`src/rtl/pipe_pkg.sv`:
```
// Shared definitions for the decode->execute pipeline register stage.
package pipe_pkg;

    localparam int unsigned PAYLOAD_W_DEF = 128;
    localparam int unsigned CTRL_W_DEF    = 12;
    localparam int unsigned OCC_W         = 2;

    typedef enum logic [1:0] {
        EMPTY,
        ONE,
        FULL
    } state_e;

endpackage

```
`src/rtl/pipe_slot.sv`:
```
// One storage slot of the pipeline stage: payload register plus valid bit.
// Clearing the low control bits turns a stale entry into a NOP.
module pipe_slot
    import pipe_pkg::*;
#(
    parameter int unsigned PAYLOAD_W = PAYLOAD_W_DEF,
    parameter int unsigned CTRL_W    = CTRL_W_DEF
) (
    input  logic                 clk_i,
    input  logic                 rst_i,
    input  logic                 load_i,
    input  logic                 clr_ctrl_i,
    input  logic                 valid_d_i,
    input  logic [PAYLOAD_W-1:0] payload_i,
    output logic                 valid_o,
    output logic [PAYLOAD_W-1:0] payload_o
);

    logic                 valid_q;
    logic [PAYLOAD_W-1:0] payload_q;

    always_ff @(posedge clk_i or posedge rst_i) begin
        if (rst_i) begin
            valid_q   <= 1'b0;
            payload_q <= '0;
        end else begin
            valid_q <= valid_d_i;
            if (clr_ctrl_i) begin
                payload_q[CTRL_W-1:0] <= '0;
            end else if (load_i) begin
                payload_q <= payload_i;
            end
        end
    end

    assign valid_o   = valid_q;
    assign payload_o = payload_q;

endmodule

```
`src/rtl/pipe_stage.sv`:
```
// Two-slot (main + skid) pipeline register with registered in_ready.
// Define PIPE_STAGE_STATS_EN to enable the saturating stall/bubble counters.
module pipe_stage
    import pipe_pkg::*;
#(
    parameter int unsigned PAYLOAD_W = PAYLOAD_W_DEF,
    parameter int unsigned CTRL_W    = CTRL_W_DEF
) (
    input  logic                 CLK,
    input  logic                 RESET,
    input  logic                 in_valid,
    output logic                 in_ready,
    input  logic [PAYLOAD_W-1:0] in_payload,
    input  logic                 flush,
    output logic                 out_valid,
    input  logic                 out_ready,
    output logic [PAYLOAD_W-1:0] out_payload,
    output logic [OCC_W-1:0]     occupancy,
    output logic [31:0]          stall_cnt,
    output logic [31:0]          bubble_cnt
);

    state_e               state_q, state_d;
    logic                 in_ready_q;
    logic                 in_xfer, out_xfer;
    logic                 main_load, main_clr, main_valid_d, main_valid;
    logic                 skid_load, skid_clr, skid_valid_d, skid_valid;
    logic [PAYLOAD_W-1:0] main_din, main_payload, skid_payload;

    assign in_xfer  = in_valid & in_ready_q;
    assign out_xfer = main_valid & out_ready;

    always_comb begin
        state_d      = state_q;
        main_load    = 1'b0;
        main_clr     = 1'b0;
        main_valid_d = main_valid;
        main_din     = in_payload;
        skid_load    = 1'b0;
        skid_clr     = 1'b0;
        skid_valid_d = skid_valid;
        if (flush) begin
            state_d      = EMPTY;
            main_clr     = 1'b1;
            skid_clr     = 1'b1;
            main_valid_d = 1'b0;
            skid_valid_d = 1'b0;
        end else begin
            unique case (state_q)
                EMPTY: begin
                    if (in_xfer) begin
                        main_load    = 1'b1;
                        main_valid_d = 1'b1;
                        state_d      = ONE;
                    end
                end
                ONE: begin
                    if (in_xfer && out_xfer) begin
                        main_load = 1'b1;
                    end else if (out_xfer) begin
                        // Head leaves with nothing behind it: scrub control to a NOP.
                        main_valid_d = 1'b0;
                        main_clr     = 1'b1;
                        state_d      = EMPTY;
                    end else if (in_xfer) begin
                        skid_load    = 1'b1;
                        skid_valid_d = 1'b1;
                        state_d      = FULL;
                    end
                end
                FULL: begin
                    if (out_xfer) begin
                        main_load    = 1'b1;
                        main_din     = skid_payload;
                        skid_valid_d = 1'b0;
                        skid_clr     = 1'b1;
                        state_d      = ONE;
                    end
                end
                default: state_d = EMPTY;
            endcase
        end
    end

    always_ff @(posedge CLK or posedge RESET) begin
        if (RESET) begin
            state_q    <= EMPTY;
            in_ready_q <= 1'b1;
        end else begin
            state_q    <= state_d;
            in_ready_q <= (state_d != FULL);
        end
    end

    pipe_slot #(.PAYLOAD_W(PAYLOAD_W), .CTRL_W(CTRL_W)) u_main (
        .clk_i      (CLK),
        .rst_i      (RESET),
        .load_i     (main_load),
        .clr_ctrl_i (main_clr),
        .valid_d_i  (main_valid_d),
        .payload_i  (main_din),
        .valid_o    (main_valid),
        .payload_o  (main_payload)
    );

    pipe_slot #(.PAYLOAD_W(PAYLOAD_W), .CTRL_W(CTRL_W)) u_skid (
        .clk_i      (CLK),
        .rst_i      (RESET),
        .load_i     (skid_load),
        .clr_ctrl_i (skid_clr),
        .valid_d_i  (skid_valid_d),
        .payload_i  (in_payload),
        .valid_o    (skid_valid),
        .payload_o  (skid_payload)
    );

    always_comb begin
        unique case (state_q)
            ONE:     occupancy = OCC_W'(1);
            FULL:    occupancy = OCC_W'(2);
            default: occupancy = '0;
        endcase
    end

    assign in_ready    = in_ready_q;
    assign out_valid   = main_valid;
    assign out_payload = main_payload;

`ifdef PIPE_STAGE_STATS_EN
    logic [31:0] stall_q, bubble_q;

    // Counters survive flush; only RESET clears them.
    always_ff @(posedge CLK or posedge RESET) begin
        if (RESET) begin
            stall_q  <= '0;
            bubble_q <= '0;
        end else begin
            if (main_valid && !out_ready && stall_q != '1) begin
                stall_q <= stall_q + 32'd1;
            end
            if (!main_valid && bubble_q != '1) begin
                bubble_q <= bubble_q + 32'd1;
            end
        end
    end

    assign stall_cnt  = stall_q;
    assign bubble_cnt = bubble_q;
`else
    assign stall_cnt  = '0;
    assign bubble_cnt = '0;
`endif

endmodule

```
`config.mk`:
```
export PLATFORM = sky130hd
export DESIGN_NAME = pipe_stage
export DESIGN_NICKNAME = d
export VERILOG_FILES = /design/src/rtl/pipe_pkg.sv /design/src/rtl/pipe_slot.sv /design/src/rtl/pipe_stage.sv
export SDC_FILE = /design/constraint.sdc
export NUM_CORES = 1
export LEC_CHECK = 0
export ABC_AREA = 1
export CELL_PAD_IN_SITES_DETAIL_PLACEMENT = 0
export CELL_PAD_IN_SITES_GLOBAL_PLACEMENT = 1
export CORE_UTILIZATION = 46
export DETAILED_ROUTE_END_ITERATION = 12
export DONT_BUFFER_PORTS = 1
export PLACE_DENSITY_LB_ADDON = 0.1
export SYNTH_ARGS = -nofsm -noshare
export SYNTH_HDL_FRONTEND = slang
export SYNTH_SLANG_ARGS = --single-unit
```
`constraint.sdc`:
```
create_clock -name CLK -period 11.55 [get_ports CLK]
set_input_delay 2.31 -clock CLK [delete_from_list [all_inputs] [get_ports CLK]]
set_output_delay 2.31 -clock CLK [all_outputs]
set_load 0.01 [all_outputs]
```
==> metrics.txt, run 1 <==
# TYPE chip_impl_metric gauge
chip_impl_metric{name="detailedPlacementHpwl",unit="microns"} 18600
chip_impl_metric{name="gr-usage-met3",unit=""} 0.06056
chip_impl_metric{name="post_synth_instance_area",unit="sq um"} 12830
chip_impl_metric{name="timing.final.max_slew_violations",unit=""} 0
chip_impl_metric{name="worst_slew_margin_rel",unit=""} 0.2541
chip_impl_info{name="hold_class",value="register to register"} 1
chip_impl_metric{name="worstMarginPinSlew",unit="ps"} 1119
chip_impl_metric{name="groute.usage.overall",unit=""} 0.2205
chip_impl_metric{name="cap_viol_max_count",unit=""} 0
chip_impl_metric{name="drt-wirelength-per-cell",unit="microns"} 16.15
chip_impl_metric{name="cts_htree_levels",unit=""} 1
chip_impl_metric{name="fin_skew",unit="ps"} 8.330
chip_impl_metric{name="synthCells",unit=""} 1615
chip_impl_metric{name="totalWireLength",unit="microns"} 31490
chip_impl_metric{name="timing.final.crit_share",unit=""} 0.3490
chip_impl_info{name="cts_tree",value="built"} 1
chip_impl_metric{name="cts-root-to-sink-buffers",unit=""} 3
chip_impl_metric{name="first_global_vias",unit=""} 9181
chip_impl_metric{name="finalSetupTns",unit="ps"} 0
chip_impl_metric{name="share_comb_of_total_power",unit=""} 0.171
chip_impl_metric{name="grt_pass1_wl",unit="microns"} 50460
chip_impl_metric{name="fraction_of_power_consumed_by_the_clock_network",unit=""} 0.307
chip_impl_metric{name="die_x",unit="microns"} 169.0
chip_impl_info{name="cp-end-kind",value="register"} 1
chip_impl_metric{name="sequentialPowerShare",unit=""} 0.522
chip_impl_metric{name="fp.dieH",unit="microns"} 169.0
chip_impl_info{name="grt-busiest-layer",value="met2"} 1
chip_impl_metric{name="count_of_instances_resized_after_the_clock_tree_is_built",unit=""} 0
chip_impl_metric{name="max_clock_freq",unit="MHz"} 248.1
chip_impl_metric{name="stdcell_area",unit="sq um"} 13370
chip_impl_metric{name="syn_to_final_growth",unit="%"} 4.242
chip_impl_metric{name="yosys.area.top_type_share",unit=""} 0.5052
chip_impl_metric{name="cts_hold_repair.buffers",unit=""} 0
chip_impl_metric{name="grt_overflow",unit=""} 0
chip_impl_metric{name="clkSinkCount",unit=""} 260
chip_impl_metric{name="gp_weighted_congestion",unit=""} 0.7656
chip_impl_metric{name="place_worst_setup_slack",unit="ps"} 6954
chip_impl_metric{name="finalNonFillerCells",unit=""} 1950
chip_impl_metric{name="drtPass1Iterations",unit=""} 5
chip_impl_metric{name="yosysWarnings",unit=""} 0
chip_impl_metric{name="final_core_util",unit=""} 0.4921
chip_impl_metric{name="p_sw_frac",unit=""} 0.3283
chip_impl_metric{name="clock_insertion_delay_worst_skew",unit="ps"} 530
chip_impl_metric{name="grt_use_met2",unit=""} 0.3532
chip_impl_metric{name="clk_pin_slew",unit="ps"} 60
chip_impl_info{name="post-synth-top-area-cell",value="sky130_fd_sc_hd__dfrtp_1"} 1
chip_impl_metric{name="global_route.usage.met1",unit=""} 0.2983
chip_impl_info{name="critical-path-slowest-cell",value="sky130_fd_sc_hd__buf_4"} 1
chip_impl_info{name="status",value="complete, no violations"} 1
chip_impl_metric{name="finalWorstPathRequiredPeriod",unit="ps"} 4031
chip_impl_info{name="timing_worst_setup_path_type",value="input port to register"} 1
chip_impl_metric{name="post_dp_cell_area",unit="sq um"} 12490
chip_impl_metric{name="post_synth_num_cell_types",unit=""} 21
chip_impl_metric{name="internal-power",unit="mW"} 1.894
chip_impl_metric{name="synthesized_area_per_cell",unit="sq um"} 7.944
chip_impl_metric{name="ant_nets",unit=""} 0
chip_impl_metric{name="floorplan.die_area",unit="sq um"} 28560
chip_impl_info{name="timing.critical_path.cells",value="nand2_2, inv_1, nor2_1, nand3_4, buf_4, buf_4, nand2_1, o21ai_2"} 1
chip_impl_metric{name="rows",unit=""} 60
chip_impl_metric{name="post-cts-setup-buffer-count",unit=""} 0
chip_impl_metric{name="numPlacedInstances",unit=""} 1899
chip_impl_metric{name="cts_inserted_buffers",unit=""} 29
chip_impl_info{name="netlist_top_cells_area",value="sky130_fd_sc_hd__dfrtp_1 (51%), sky130_fd_sc_hd__nand2_1 (16%), sky130_fd_sc_hd__nand3_1 (11%), sky130_fd_sc_hd__inv_1 (7.0%), sky130_fd_sc_hd__buf_4 (4.0%)"} 1
chip_impl_metric{name="net-switching-power",unit="mW"} 0.9255
chip_impl_metric{name="top_level_i_o_count",unit=""} 329
chip_impl_metric{name="final_hold_viol_count",unit=""} 0
chip_impl_metric{name="power.ir.vdd_worst",unit="mV"} 0.1191
chip_impl_metric{name="route.vias.total",unit=""} 9494
chip_impl_metric{name="fin_ws",unit="ps"} 7519
chip_impl_metric{name="antenna-diode-count",unit=""} 0
chip_impl_metric{name="post_drt_via_cell_ratio",unit=""} 4.869
chip_impl_metric{name="power-per-cell-area",unit="nW/um^2"} 210.8
chip_impl_metric{name="max_stage_delay",unit="ps"} 650
chip_impl_metric{name="synth.yosys.seq_area_share",unit=""} 0.5072
chip_impl_metric{name="yosys_register_bits",unit=""} 260
chip_impl_metric{name="layout-drive-gt1-share",unit=""} 0.06717
chip_impl_metric{name="cp_arrival",unit="ps"} 4490
chip_impl_metric{name="number_of_antenna_violations_at_the_first_check_in_global_routing",unit=""} 0
chip_impl_metric{name="design.core.area",unit="sq um"} 27180
chip_impl_metric{name="worstPathMaxFanout",unit=""} 65
chip_impl_metric{name="report.final.setup_viol",unit=""} 0
chip_impl_metric{name="power.static_leakage",unit="nW"} 7.376
chip_impl_metric{name="floorplan.initialDensity",unit=""} 0.4721
chip_impl_info{name="timing.critical_path.mode_cell",value="sky130_fd_sc_hd__buf_4"} 1
chip_impl_metric{name="design.final.nets",unit=""} 1691
chip_impl_metric{name="drt_drc_violations_left",unit=""} 0
chip_impl_metric{name="critical_path_required",unit="ps"} 12010
chip_impl_info{name="worst_setup_path_start_kind",value="input port"} 1
chip_impl_info{name="clk_root_buffer_cell",value="sky130_fd_sc_hd__clkbuf_16"} 1
chip_impl_metric{name="io_buffer_count",unit=""} 0
chip_impl_metric{name="drt_iter0_markers",unit=""} 717
chip_impl_metric{name="maximum_number_of_pins_on_one_net_before_global_route_repair",unit=""} 116
chip_impl_info{name="grt_setup_unrepaired",value="false"} 1
==> path summary, 6_finish.rpt <==
check | depth (start not counted) | slack [ps] | end | from
setup / recovery | 8 | 7520 | u_skid.payload_o[107] | out_ready
hold / removal | 2 | 480 | u_skid.payload_o[27] | u_skid.payload_o[27]
setup reg to reg | 8 | 8780 | u_skid.payload_o[107] | u_main.valid_o
hold reg to reg | 2 | 480 | u_skid.payload_o[27] | u_skid.payload_o[27]
max in group asynchronous | 2 | 8190 | u_skid.payload_o[99] | RESET
min in group asynchronous | 1 | 1750 | u_main.payload_o[58] | RESET
==> worst max-delay path, delay by kind of cell <==
family / cells / cell delay [ps]
buffers and inverters: 3 / 1330
and+or+nand+nor: 4 / 650
AOI/OAI and AO/OA: 1 / 90
==> cells by family (layout without fill, tap and decap cells) <==
| group | Yosys count | after routing | share of synthesized area |
|---|---|---|---|
| AO/OA/AOI/OAI | 122 | 122 | 0.05812 |
| flip-flops | 260 | 260 | 0.5072 |
| buffers and inverters | 403 | 303 | 0.1621 |
| other | 1 | 64 | 0.0002923 |
| AND/OR/NAND/NOR | 829 | 829 | 0.2723 |
==> Yosys cell counts <==
master / number
sky130_fd_sc_hd__nand2_1: 545
sky130_fd_sc_hd__nand3_1: 272
sky130_fd_sc_hd__dfrtp_1: 259
sky130_fd_sc_hd__inv_1: 238
sky130_fd_sc_hd__o21ai_1: 81
sky130_fd_sc_hd__buf_4: 68
sky130_fd_sc_hd__buf_2: 51
sky130_fd_sc_hd__o21ai_2: 36
sky130_fd_sc_hd__buf_6: 33
sky130_fd_sc_hd__clkbuf_1: 11
sky130_fd_sc_hd__nor2_1: 4
sky130_fd_sc_hd__a21oi_1: 3
sky130_fd_sc_hd__inv_2: 2
sky130_fd_sc_hd__nand2_2: 2
sky130_fd_sc_hd__nor2_2: 2
sky130_fd_sc_hd__nor2_4: 2
sky130_fd_sc_hd__o21ai_0: 2
sky130_fd_sc_hd__conb_1: 1
sky130_fd_sc_hd__dfstp_2: 1
sky130_fd_sc_hd__nand3_4: 1
sky130_fd_sc_hd__nand4_1: 1
==> per-layer routing <==
layer / share of wire / vias up / wire, microns
met5: 0 / - / 0
li1: - / 4722 / -
met3: 0.076 / 38 / 2380
met4: 0.020 / 0 / 642
met2: 0.45 / 286 / 14190
met1: 0.45 / 4448 / 14280
==> registers in the layout, summed over array words and instances (netlist names) <==
signal	flops
u_main.payload_o	128
state_q	2
u_skid.payload_o	128
in_ready	1
u_main.valid_o	1
==> power groups by stage <==
| stage | Combinational, mW | Clock, mW | Sequential [mW] |
|---|---|---|---|
| after CTS | 0.494 | 0.890 | 1.47 |
| final | 0.483 | 0.865 | 1.47 |
| after global placement | 0.475 | 0 | 1.48 |
| after floorplan | 0.446 | 0 | 1.42 |
| after global routing | 0.577 | 0.921 | 1.51 |
| after detailed placement | 0.492 | 0 | 1.48 |
==> cell type report <==
class                      count  area [sq um]
clock buffer                  42         834.6
clock inverter                 9         51.30
fill                        2748         13800
inverter                     240         910.9
multi-input combinational   1015          4514
sequential                   260          6507
tap                          372         465.4
timing repair buffer          12         90.09
==> through the flow <==
stage	hold slack [ps]	power [mW]
2_1_floorplan	455.0	1.864
3_3_place_gp	462.9	1.956
3_5_place_dp	467.3	1.975
4_1_cts	481.9	2.856
5_1_grt	492.4	3.007
6_report	478.4	2.819
==> layout by cell type, fill, tap and decap left out, drive strengths merged, types with 7 or more instances in the layout <==
| master | synthesis | routed |
|---|---|---|
| conb | 1 | 64 |
| clkbuf | 11 | 42 |
| clkinv | 0 | 7 |
| dfrtp | 259 | 259 |
| o21ai | 119 | 119 |
| nand2 | 547 | 547 |
| inv | 240 | 241 |
| nor2 | 8 | 8 |
| nand3 | 273 | 273 |
| buf | 152 | 12 |
Power figures use the tool's default switching activity.
==> run 2, diff against run 1 <==
--- a/config.mk
+++ b/config.mk
@@ -8,7 +8,7 @@
 export ABC_AREA = 1
 export CELL_PAD_IN_SITES_DETAIL_PLACEMENT = 0
 export CELL_PAD_IN_SITES_GLOBAL_PLACEMENT = 1
-export CORE_UTILIZATION = 46
+export CORE_UTILIZATION = 42
 export DETAILED_ROUTE_END_ITERATION = 12
 export DONT_BUFFER_PORTS = 1
 export PLACE_DENSITY_LB_ADDON = 0.1
==> constraint.sdc (replaced) <==
create_clock -name CLK -period 3.5 [get_ports CLK]
set_input_delay 0.7 -clock CLK [delete_from_list [all_inputs] [get_ports CLK]]
set_output_delay 0.7 -clock CLK [all_outputs]
set_load 0.01 [all_outputs]
==> metrics.txt, run 2 (synthesis gave the netlist of run 1 again) <==
# TYPE chip_impl_metric gauge
chip_impl_info{name="crit-reg2reg-launch",value="in_ready"} 1
chip_impl_info{name="r2r_end",value="u_skid.payload_o[10]"} 1
chip_impl_metric{name="drt-wirelength-per-cell",unit="microns"} 16.38
chip_impl_metric{name="ant_nets",unit=""} 0
chip_impl_metric{name="design.core.area",unit="sq um"} 29870
chip_impl_metric{name="share_comb_of_total_power",unit=""} 0.166
chip_impl_info{name="status",value="complete, no violations"} 1
chip_impl_metric{name="cap_viol_max_count",unit=""} 0
chip_impl_metric{name="cp_arrival",unit="ps"} 2780
chip_impl_metric{name="global_route.usage.met1",unit=""} 0.2838
chip_impl_metric{name="final_hold_viol_count",unit=""} 0
chip_impl_metric{name="stdcell_area",unit="sq um"} 13840
chip_impl_metric{name="cts_inserted_buffers",unit=""} 31
chip_impl_metric{name="p_sw_frac",unit=""} 0.3187
chip_impl_metric{name="rows",unit=""} 63
chip_impl_metric{name="net-switching-power",unit="mW"} 3.150
chip_impl_metric{name="drt_drc_violations_left",unit=""} 0
chip_impl_info{name="layout.cells.most_common",value="sky130_fd_sc_hd__nand2_1"} 1
chip_impl_metric{name="clk_pin_slew",unit="ps"} 60
chip_impl_metric{name="nFillCells",unit=""} 2998
chip_impl_metric{name="internal-power",unit="mW"} 6.732
chip_impl_info{name="grt-busiest-layer",value="met2"} 1
chip_impl_metric{name="clkSinkCount",unit=""} 260
chip_impl_metric{name="report.final.setup_viol",unit=""} 0
chip_impl_metric{name="count_of_instances_resized_after_the_clock_tree_is_built",unit=""} 0
chip_impl_info{name="grt_setup_unrepaired",value="false"} 1
chip_impl_info{name="timing_worst_setup_path_type",value="register to register"} 1
chip_impl_metric{name="floorplan.die_area",unit="sq um"} 31250
chip_impl_metric{name="timing.final.crit_share",unit=""} 0.6548
chip_impl_metric{name="worstPathMaxFanout",unit=""} 41
chip_impl_metric{name="power.ir.vdd_worst",unit="mV"} 0.3840
chip_impl_metric{name="route.vias.total",unit=""} 9654
chip_impl_metric{name="detailedPlacementHpwl",unit="microns"} 19300
chip_impl_metric{name="grt_overflow",unit=""} 0
chip_impl_metric{name="gr-usage-met3",unit=""} 0.06851
chip_impl_metric{name="syn_to_final_growth",unit="%"} 7.841
chip_impl_metric{name="regToRegSetupSlack",unit="ps"} 1210
chip_impl_metric{name="timing.final.max_slew_violations",unit=""} 0
chip_impl_metric{name="antenna-diode-count",unit=""} 0
chip_impl_metric{name="post_dp_cell_area",unit="sq um"} 12740
chip_impl_metric{name="grt_use_met2",unit=""} 0.3278
chip_impl_metric{name="maximum_number_of_pins_on_one_net_before_global_route_repair",unit=""} 140
chip_impl_metric{name="floorplan.initialDensity",unit=""} 0.4295
chip_impl_metric{name="top_level_i_o_count",unit=""} 329
chip_impl_metric{name="worst_slew_margin_rel",unit=""} 0.3863
chip_impl_metric{name="cts_hold_repair.buffers",unit=""} 0
chip_impl_metric{name="number_of_antenna_violations_at_the_first_check_in_global_routing",unit=""} 0
chip_impl_metric{name="finalWorstPathRequiredPeriod",unit="ps"} 2292
chip_impl_metric{name="power-per-cell-area",unit="nW/um^2"} 714.2
chip_impl_metric{name="gp_weighted_congestion",unit=""} 0.7508
chip_impl_info{name="cp-end-kind",value="register"} 1
chip_impl_metric{name="multi_input_area",unit="sq um"} 4514
chip_impl_metric{name="holdWs",unit="ps"} 157.8
chip_impl_metric{name="design_power_total",unit="mW"} 9.882
chip_impl_metric{name="die_x",unit="microns"} 176.8
chip_impl_metric{name="first_global_vias",unit=""} 9436
chip_impl_metric{name="cts_htree_levels",unit=""} 1
chip_impl_metric{name="fraction_of_power_consumed_by_the_clock_network",unit=""} 0.343
chip_impl_info{name="clk_root_buffer_cell",value="sky130_fd_sc_hd__clkbuf_16"} 1
chip_impl_metric{name="clock_insertion_delay_worst_skew",unit="ps"} 560
chip_impl_metric{name="post-cts-setup-buffer-count",unit=""} 0
chip_impl_metric{name="count_of_cells_along_the_worst_register_to_register_path",unit=""} 6
chip_impl_metric{name="max_clock_freq",unit="MHz"} 436.3
chip_impl_metric{name="design.final.nets",unit=""} 1706
chip_impl_metric{name="fp.dieH",unit="microns"} 176.8
chip_impl_metric{name="drt_iter0_markers",unit=""} 714
chip_impl_metric{name="sequentialPowerShare",unit=""} 0.491
chip_impl_info{name="hold_class",value="input port to async pin"} 1
chip_impl_info{name="cts_tree",value="built"} 1
chip_impl_metric{name="cts-root-to-sink-buffers",unit=""} 3
chip_impl_metric{name="register_area",unit="sq um"} 6507
chip_impl_info{name="layout_common_cells",value="sky130_fd_sc_hd__nand2_1 (545), sky130_fd_sc_hd__nand3_1 (270), sky130_fd_sc_hd__dfrtp_1 (259)"} 1
chip_impl_metric{name="drtPass1Iterations",unit=""} 5
chip_impl_metric{name="io_buffer_count",unit=""} 0
chip_impl_metric{name="layout-drive-gt1-share",unit=""} 0.08010
chip_impl_metric{name="groute.usage.overall",unit=""} 0.2095
chip_impl_metric{name="power.static_leakage",unit="nW"} 7.575
chip_impl_metric{name="totalWireLength",unit="microns"} 32570
chip_impl_metric{name="critical_path_required",unit="ps"} 3990
chip_impl_info{name="worst_setup_path_start_kind",value="register"} 1
chip_impl_metric{name="worstMarginPinSlew",unit="ps"} 917.2
chip_impl_metric{name="fin_skew",unit="ps"} 10.06
chip_impl_metric{name="post_drt_via_cell_ratio",unit=""} 4.856
chip_impl_metric{name="grt_pass1_wl",unit="microns"} 52140
-- run 2: changes by cell type in the layout (fill, tap and decap cells not counted), sizes merged --
cell      delta
inv          -1
buf         +13
bufinv       +3
clkinvlp     +2
clkbuf       +6
clkinv       -3
-- run 2: critical path: stages (launching register included) --
cell and delay, ps:
sky130_fd_sc_hd__dfstp_2 570, sky130_fd_sc_hd__nand2_1 130, sky130_fd_sc_hd__nor2_1 270, sky130_fd_sc_hd__nand3_4 520, sky130_fd_sc_hd__inv_1 560, sky130_fd_sc_hd__nand2_1 100
sky130_fd_sc_hd__nand2_1 80
-- run 2: cell type report --
cell class / count / share of cell area
Clock inverter: 10 / 0.009676
Clock buffer: 48 / 0.06936
Tap cell: 390 / 0.03527
Multi-Input combinational cell: 1015 / 0.3263
Timing Repair Buffer: 25 / 0.02351
Sequential cell: 260 / 0.4703
Inverter: 240 / 0.06556
-- run 2: worst max-delay path by stage --
stage | cells past startpoint | startpoint | to | slack, ps
floorplan | 1 | RESET | state_q[0] | -630
global placement | 6 | out_ready | u_main.payload_o[105] | 1060
detailed placement | 7 | out_ready | u_skid.payload_o[10] | 990
CTS | 6 | in_ready | u_skid.payload_o[10] | 1150
global route | 5 | state_q[0] | u_main.payload_o[110] | 980
finish | 6 | in_ready | u_skid.payload_o[10] | 1210
-- run 2: per-stage QoR --
step	setup slack, ps	setup TNS [ps]	util	cells
after floorplan	-626.8	-162330	-	1678
after global placement	1064	0	0.4265	1930
after detailed placement	986.9	0	0.4265	1930
after CTS	1155	0	0.4631	1988
after global routing	983.4	0	0.4631	1988
final	1208	0	0.4631	1988
-- run 2: layer usage --
layer | part of all wire | wire, microns
met1 | 0.45 | 14690
met2 | 0.45 | 14580
met3 | 0.086 | 2798
met4 | 0.015 | 503
met5 | 0 | 0
-- run 2: power by group through the flow --
stage	Sequential [mW]	Combinational, mW	Clock, mW
2_1_floorplan	4.68	1.47	0
5_1_grt	4.98	1.96	3.60
3_5_place_dp	4.90	1.66	0
4_1_cts	4.86	1.67	3.48
3_3_place_gp	4.89	1.61	0
6_report	4.85	1.64	3.39
==> run 3, diff against run 2 <==
==> constraint.sdc (replaced) <==
create_clock -name CLK -period 2 [get_ports CLK]
set_input_delay 0.4 -clock CLK [delete_from_list [all_inputs] [get_ports CLK]]
set_output_delay 0.4 -clock CLK [all_outputs]
set_load 0.01 [all_outputs]
==> metrics.txt, run 3 (synthesis gave the netlist of run 1 again) <==
# TYPE chip_impl_metric gauge
chip_impl_info{name="status",value="complete, no violations"} 1
chip_impl_metric{name="design_power_total",unit="mW"} 17.59
chip_impl_metric{name="max_clock_freq",unit="MHz"} 541.6
chip_impl_info{name="layout.cells.most_common",value="sky130_fd_sc_hd__nand2_1"} 1
chip_impl_metric{name="drt_drc_violations_left",unit=""} 0
chip_impl_metric{name="top_level_i_o_count",unit=""} 329
chip_impl_metric{name="p_sw_frac",unit=""} 0.3124
chip_impl_info{name="cts_tree",value="built"} 1
chip_impl_metric{name="clk_pin_slew",unit="ps"} 60
chip_impl_info{name="clk_root_buffer_cell",value="sky130_fd_sc_hd__clkbuf_16"} 1
chip_impl_metric{name="report.final.setup_viol",unit=""} 0
chip_impl_metric{name="route.vias.total",unit=""} 9860
chip_impl_metric{name="drt-wirelength-per-cell",unit="microns"} 16.07
chip_impl_metric{name="fin_ws",unit="ps"} 153.5
chip_impl_metric{name="fin_skew",unit="ps"} 9.024
chip_impl_metric{name="worst_slew_margin_rel",unit=""} 0.5828
chip_impl_metric{name="finalWorstPathRequiredPeriod",unit="ps"} 1847
chip_impl_metric{name="floorplan.die_area",unit="sq um"} 31250
chip_impl_metric{name="worstMarginPinSlew",unit="ps"} 625.8
chip_impl_metric{name="ant_nets",unit=""} 0
chip_impl_metric{name="cts_inserted_buffers",unit=""} 30
chip_impl_metric{name="drtPass1Iterations",unit=""} 5
chip_impl_metric{name="timing.final.crit_share",unit=""} 0.9233
chip_impl_metric{name="power-per-cell-area",unit="nW/um^2"} 1204
chip_impl_info{name="layout_common_cells",value="sky130_fd_sc_hd__nand2_1 (545), sky130_fd_sc_hd__nand3_1 (270), sky130_fd_sc_hd__dfrtp_1 (259)"} 1
chip_impl_metric{name="antenna-diode-count",unit=""} 0
chip_impl_metric{name="final_hold_viol_count",unit=""} 0
chip_impl_metric{name="share_comb_of_total_power",unit=""} 0.171
chip_impl_metric{name="critical_path_required",unit="ps"} 2490
chip_impl_metric{name="clkSinkCount",unit=""} 260
chip_impl_metric{name="io_buffer_count",unit=""} 0
chip_impl_metric{name="layout-drive-gt1-share",unit=""} 0.07928
chip_impl_metric{name="cap_viol_max_count",unit=""} 0
chip_impl_info{name="timing.critical_path.to",value="u_main.payload_o[23]"} 1
chip_impl_metric{name="die_x",unit="microns"} 176.8
chip_impl_metric{name="grt_overflow",unit=""} 0
chip_impl_metric{name="power.ir.vdd_worst",unit="mV"} 0.6717
chip_impl_metric{name="floorplan.initialDensity",unit=""} 0.4295
chip_impl_info{name="worst_setup_path_start_kind",value="register"} 1
chip_impl_info{name="cp-startpoint",value="in_ready"} 1
chip_impl_info{name="grt_setup_unrepaired",value="false"} 1
chip_impl_metric{name="rows",unit=""} 63
chip_impl_info{name="crit-reg2reg-launch",value="in_ready"} 1
chip_impl_metric{name="cts_htree_levels",unit=""} 1
chip_impl_info{name="cp-end-kind",value="register"} 1
chip_impl_metric{name="place_worst_setup_slack",unit="ps"} 180.5
chip_impl_metric{name="holdWs",unit="ps"} 13.89
chip_impl_info{name="hold_class",value="input port to register"} 1
chip_impl_metric{name="post_drt_via_cell_ratio",unit=""} 4.798
chip_impl_metric{name="count_of_cells_along_the_worst_register_to_register_path",unit=""} 7
chip_impl_metric{name="drt_iter0_markers",unit=""} 723
chip_impl_metric{name="fraction_of_power_consumed_by_the_clock_network",unit=""} 0.347
chip_impl_metric{name="first_global_vias",unit=""} 9877
chip_impl_metric{name="timing.final.max_slew_violations",unit=""} 0
chip_impl_metric{name="design.core.area",unit="sq um"} 29870
chip_impl_info{name="timing_worst_setup_path_type",value="register to register"} 1
chip_impl_metric{name="fp.dieH",unit="microns"} 176.8
chip_impl_metric{name="gp_weighted_congestion",unit=""} 0.7839
chip_impl_metric{name="worstPathMaxFanout",unit=""} 68
chip_impl_metric{name="numPlacedInstances",unit=""} 1935
chip_impl_metric{name="groute.usage.overall",unit=""} 0.2124
chip_impl_metric{name="detailedPlacementHpwl",unit="microns"} 19930
chip_impl_metric{name="number_of_antenna_violations_at_the_first_check_in_global_routing",unit=""} 0
chip_impl_metric{name="maximum_number_of_pins_on_one_net_before_global_route_repair",unit=""} 133
chip_impl_metric{name="design.final.nets",unit=""} 1775
chip_impl_metric{name="syn_to_final_growth",unit="%"} 13.87
chip_impl_metric{name="sequentialPowerShare",unit=""} 0.482
chip_impl_metric{name="grt_pass1_wl",unit="microns"} 53740
chip_impl_metric{name="net-switching-power",unit="mW"} 5.494
chip_impl_metric{name="internal-power",unit="mW"} 12.09
chip_impl_metric{name="totalWireLength",unit="microns"} 33030
chip_impl_info{name="r2r_end",value="u_main.payload_o[23]"} 1
chip_impl_metric{name="cp_arrival",unit="ps"} 2340
chip_impl_metric{name="finalNonFillerCells",unit=""} 2055
chip_impl_metric{name="cts-root-to-sink-buffers",unit=""} 3
chip_impl_metric{name="clock_insertion_delay_worst_skew",unit="ps"} 550
chip_impl_metric{name="power.static_leakage",unit="nW"} 7.912
chip_impl_metric{name="regToRegSetupSlack",unit="ps"} 150
[run 3: layout make-up]
class	instances	area, sq um
Tap cell	390	488.0
Multi-Input combinational cell	1015	4517
Timing Repair Buffer	95	1076
Fill cell	3008	15270
Inverter	240	907.1
Clock inverter	12	212.7
Sequential cell	260	6507
Clock buffer	43	900.9
[run 3: timing repair]
item                                    4_1_cts  5_1_grt
hold buffers                                 65        0
gates resized for setup                       0        1
endpoints found under the setup margin        0        9
buffers inserted                              0        0
endpoints found under the hold margin       235        0
[run 3: routing by layer]
metal	vias to the layer above	GRT usage	part of all wire	wire (microns)
li1	4889	-	-	-
met1	4678	0.2925	0.46	15140
met3	35	0.05627	0.077	2557
met4	0	0.04526	0.015	501
met5	-	0	0	0
met2	258	0.3345	0.45	14830
[run 3: how the worst min path moves through the flow]
| stage | start | end | slack, ps | cells past startpoint |
|---|---|---|---|---|
| 5_1_grt | in_payload[20] | u_skid.payload_o[20] | 0.4 | 2 |
| 3_3_place_gp | RESET | u_main.payload_o[74] | 450 | 2 |
| 2_1_floorplan | u_skid.payload_o[107] | u_skid.payload_o[107] | 450 | 2 |
| 3_5_place_dp | RESET | u_main.payload_o[74] | 440 | 2 |
| 4_1_cts | in_payload[106] | u_skid.payload_o[106] | 0.07 | 2 |
| 6_report | in_payload[106] | u_skid.payload_o[106] | 10 | 2 |
[run 3: critical path, cell delays in order, from the launching register on]
cell and delay [ps]:
sky130_fd_sc_hd__dfstp_2 570, sky130_fd_sc_hd__nand2_1 150, sky130_fd_sc_hd__nand2_2 140, sky130_fd_sc_hd__nand2_1 110, sky130_fd_sc_hd__nor2_4 180, sky130_fd_sc_hd__buf_12 310, sky130_fd_sc_hd__nand3_1 180, sky130_fd_sc_hd__nand2_1 90
[run 3: power by group through the flow]
stage	Sequential, mW	Clock, mW	Combinational, mW
floorplan	8.19	0	2.58
global placement	8.55	0	2.84
detailed placement	8.57	0	2.93
CTS	8.50	6.26	3.06
global route	8.71	6.49	3.58
finish	8.49	6.10	3.00
[run 3: per-stage QoR]
step                      cell area [sq um]    util  setup TNS [ps]
final                                 14610  0.4890               0
after global routing                  14610  0.4890               0
after CTS                             14610  0.4889               0
after detailed placement              12840  0.4299               0
after global placement                12840  0.4299               0
after floorplan                       13070       -         -474050
==> variant (flow settings as in run 1) <==
The option `PIPE_STAGE_STATS_EN` is turned on by a define.
--- a/src/rtl/pipe_stage.sv
+++ b/src/rtl/pipe_stage.sv
@@ -1,5 +1,7 @@
 // Two-slot (main + skid) pipeline register with registered in_ready.
 // Define PIPE_STAGE_STATS_EN to enable the saturating stall/bubble counters.
+`define PIPE_STAGE_STATS_EN
+
 module pipe_stage
     import pipe_pkg::*;
 #(
Check against the original RTL: not equivalent (a bounded check fails within 4 cycles, from zero or initial values and one cycle with RESET high).
==> variant against run 1 <==
Worst setup slack got worse by 0.42 ns. Sequential cell count rose by 64. Final area is 27% higher. Power increased by 24%. Cell count is 30% higher. Non-clock buffer count is 3 lower. Area after synthesis increased by 22%. Wire length up 31%. Sequential share of layout area is 1.1 points lower. Critical path depth shrank 1. Largest cell class unchanged.
==> variant: results <==
group,metric,value,unit
grt,groute.layer.met2.usage,38.04,%
grt,grt_pass1_vias,11790,
yosys,post_synth_main_area_contributors,"sky130_fd_sc_hd__dfrtp_1, sky130_fd_sc_hd__nand2_1, sky130_fd_sc_hd__o21ai_0",
power,vdd_drop_max,0.1322,mV
placed_design,detailedPlace.worstSlack,6.463,ns
critical_path,critical_path.slowest_cell,"sky130_fd_sc_hd__inv_6",
critical_path,worstPathMaxFanout,149,
yosys,synthAdderAreaFrac,0.1602,%
placed_design,placement.cell_area,15780,um^2
hold_path,hold-path-endpoint,"u_skid.payload_o[10]",
yosys,synth.lib_cells_used.distinct,30,
outcome,status,"finished clean",
route,drt_first_iter_violations,744,
power,net-switching-power,1.090,mW
timing,fin_worst_skew,0.01301,ns
clocking,cts_root_buf,"sky130_fd_sc_hd__clkbuf_16",
final_layout,drive_gt1_share,5.051,%
yosys,xor_xnor_share_of_the_synthesized_area,1.401,%
power,leakagePower,8.615,nW
timing,fin_worst_hold_slack,0.5164,ns
route,routed-wl-met3,4.319,mm
critical_path,crit-reg2reg-launch,"in_ready",
route,wl_met2,18.91,mm
route,detail_route.vias_per_cell,4.956,
critical_path,r2r_slack,8.30,ns
yosys,post_synth_most_frequent_cells,"sky130_fd_sc_hd__nand2_1, sky130_fd_sc_hd__dfrtp_1, sky130_fd_sc_hd__o21ai_0",
final_layout,final.fill_count,3225,
critical_path,reg2regPathDepth,6,
route,m1WireLength,16.78,mm
clocking,h-tree-depth,2,
route,routed_wire_length_per_instance,16.29,um
power,pg_clk,1.21,mW
yosys,compound_cell_area_share_of_the_yosys_netlist,9.338,%
critical_path,critical_path.max_stage_delay,0.85,ns
placed_design,placement.io_buffers,0,
power,power_density,204.5,nW/um^2
clocking,cts_inserted_buffers,38,
timing,max-slew-margin-rel,31.59,%
grt,groute.layer.met3.usage,10.22,%
placed_design,routabilityCongestion,0.8445,
grt,first_pass_grt_wire_length,64.41,mm
yosys,cell_count_after_synthesis,2094,
timing,layout_setup_ws,7.096,ns
placed_design,place.detailed.instances,2458,
power,seq_power_share,50.4,%
yosys,yosysSeqAreaShare,51.90,%
grt,grt_start_max_net_pins,150,
==> variant: changes by cell type in the layout (fill, tap and decap cells not counted), moves of 16 or more <==
cell / delta
sky130_fd_sc_hd__conb_1: -64
sky130_fd_sc_hd__dfrtp_1: +64
sky130_fd_sc_hd__inv_1: -38
sky130_fd_sc_hd__nand2_1: +431
sky130_fd_sc_hd__nand3_1: -227
sky130_fd_sc_hd__nor2_1: +102
sky130_fd_sc_hd__o21ai_0: +199
sky130_fd_sc_hd__o21ai_2: -36
sky130_fd_sc_hd__xor2_1: +16
==> variant: layout make-up <==
class,instances,area (um^2),area share (%)
Clock buffer,58,1157,6.790
Sequential cell,324,8109,47.57
Tap cell,448,560.5,3.288
Timing Repair Buffer,9,67.56,0.3964
Multi-Input combinational cell,1471,6245,36.63
Clock inverter,11,111.4,0.6533
Inverter,206,795.8,4.668
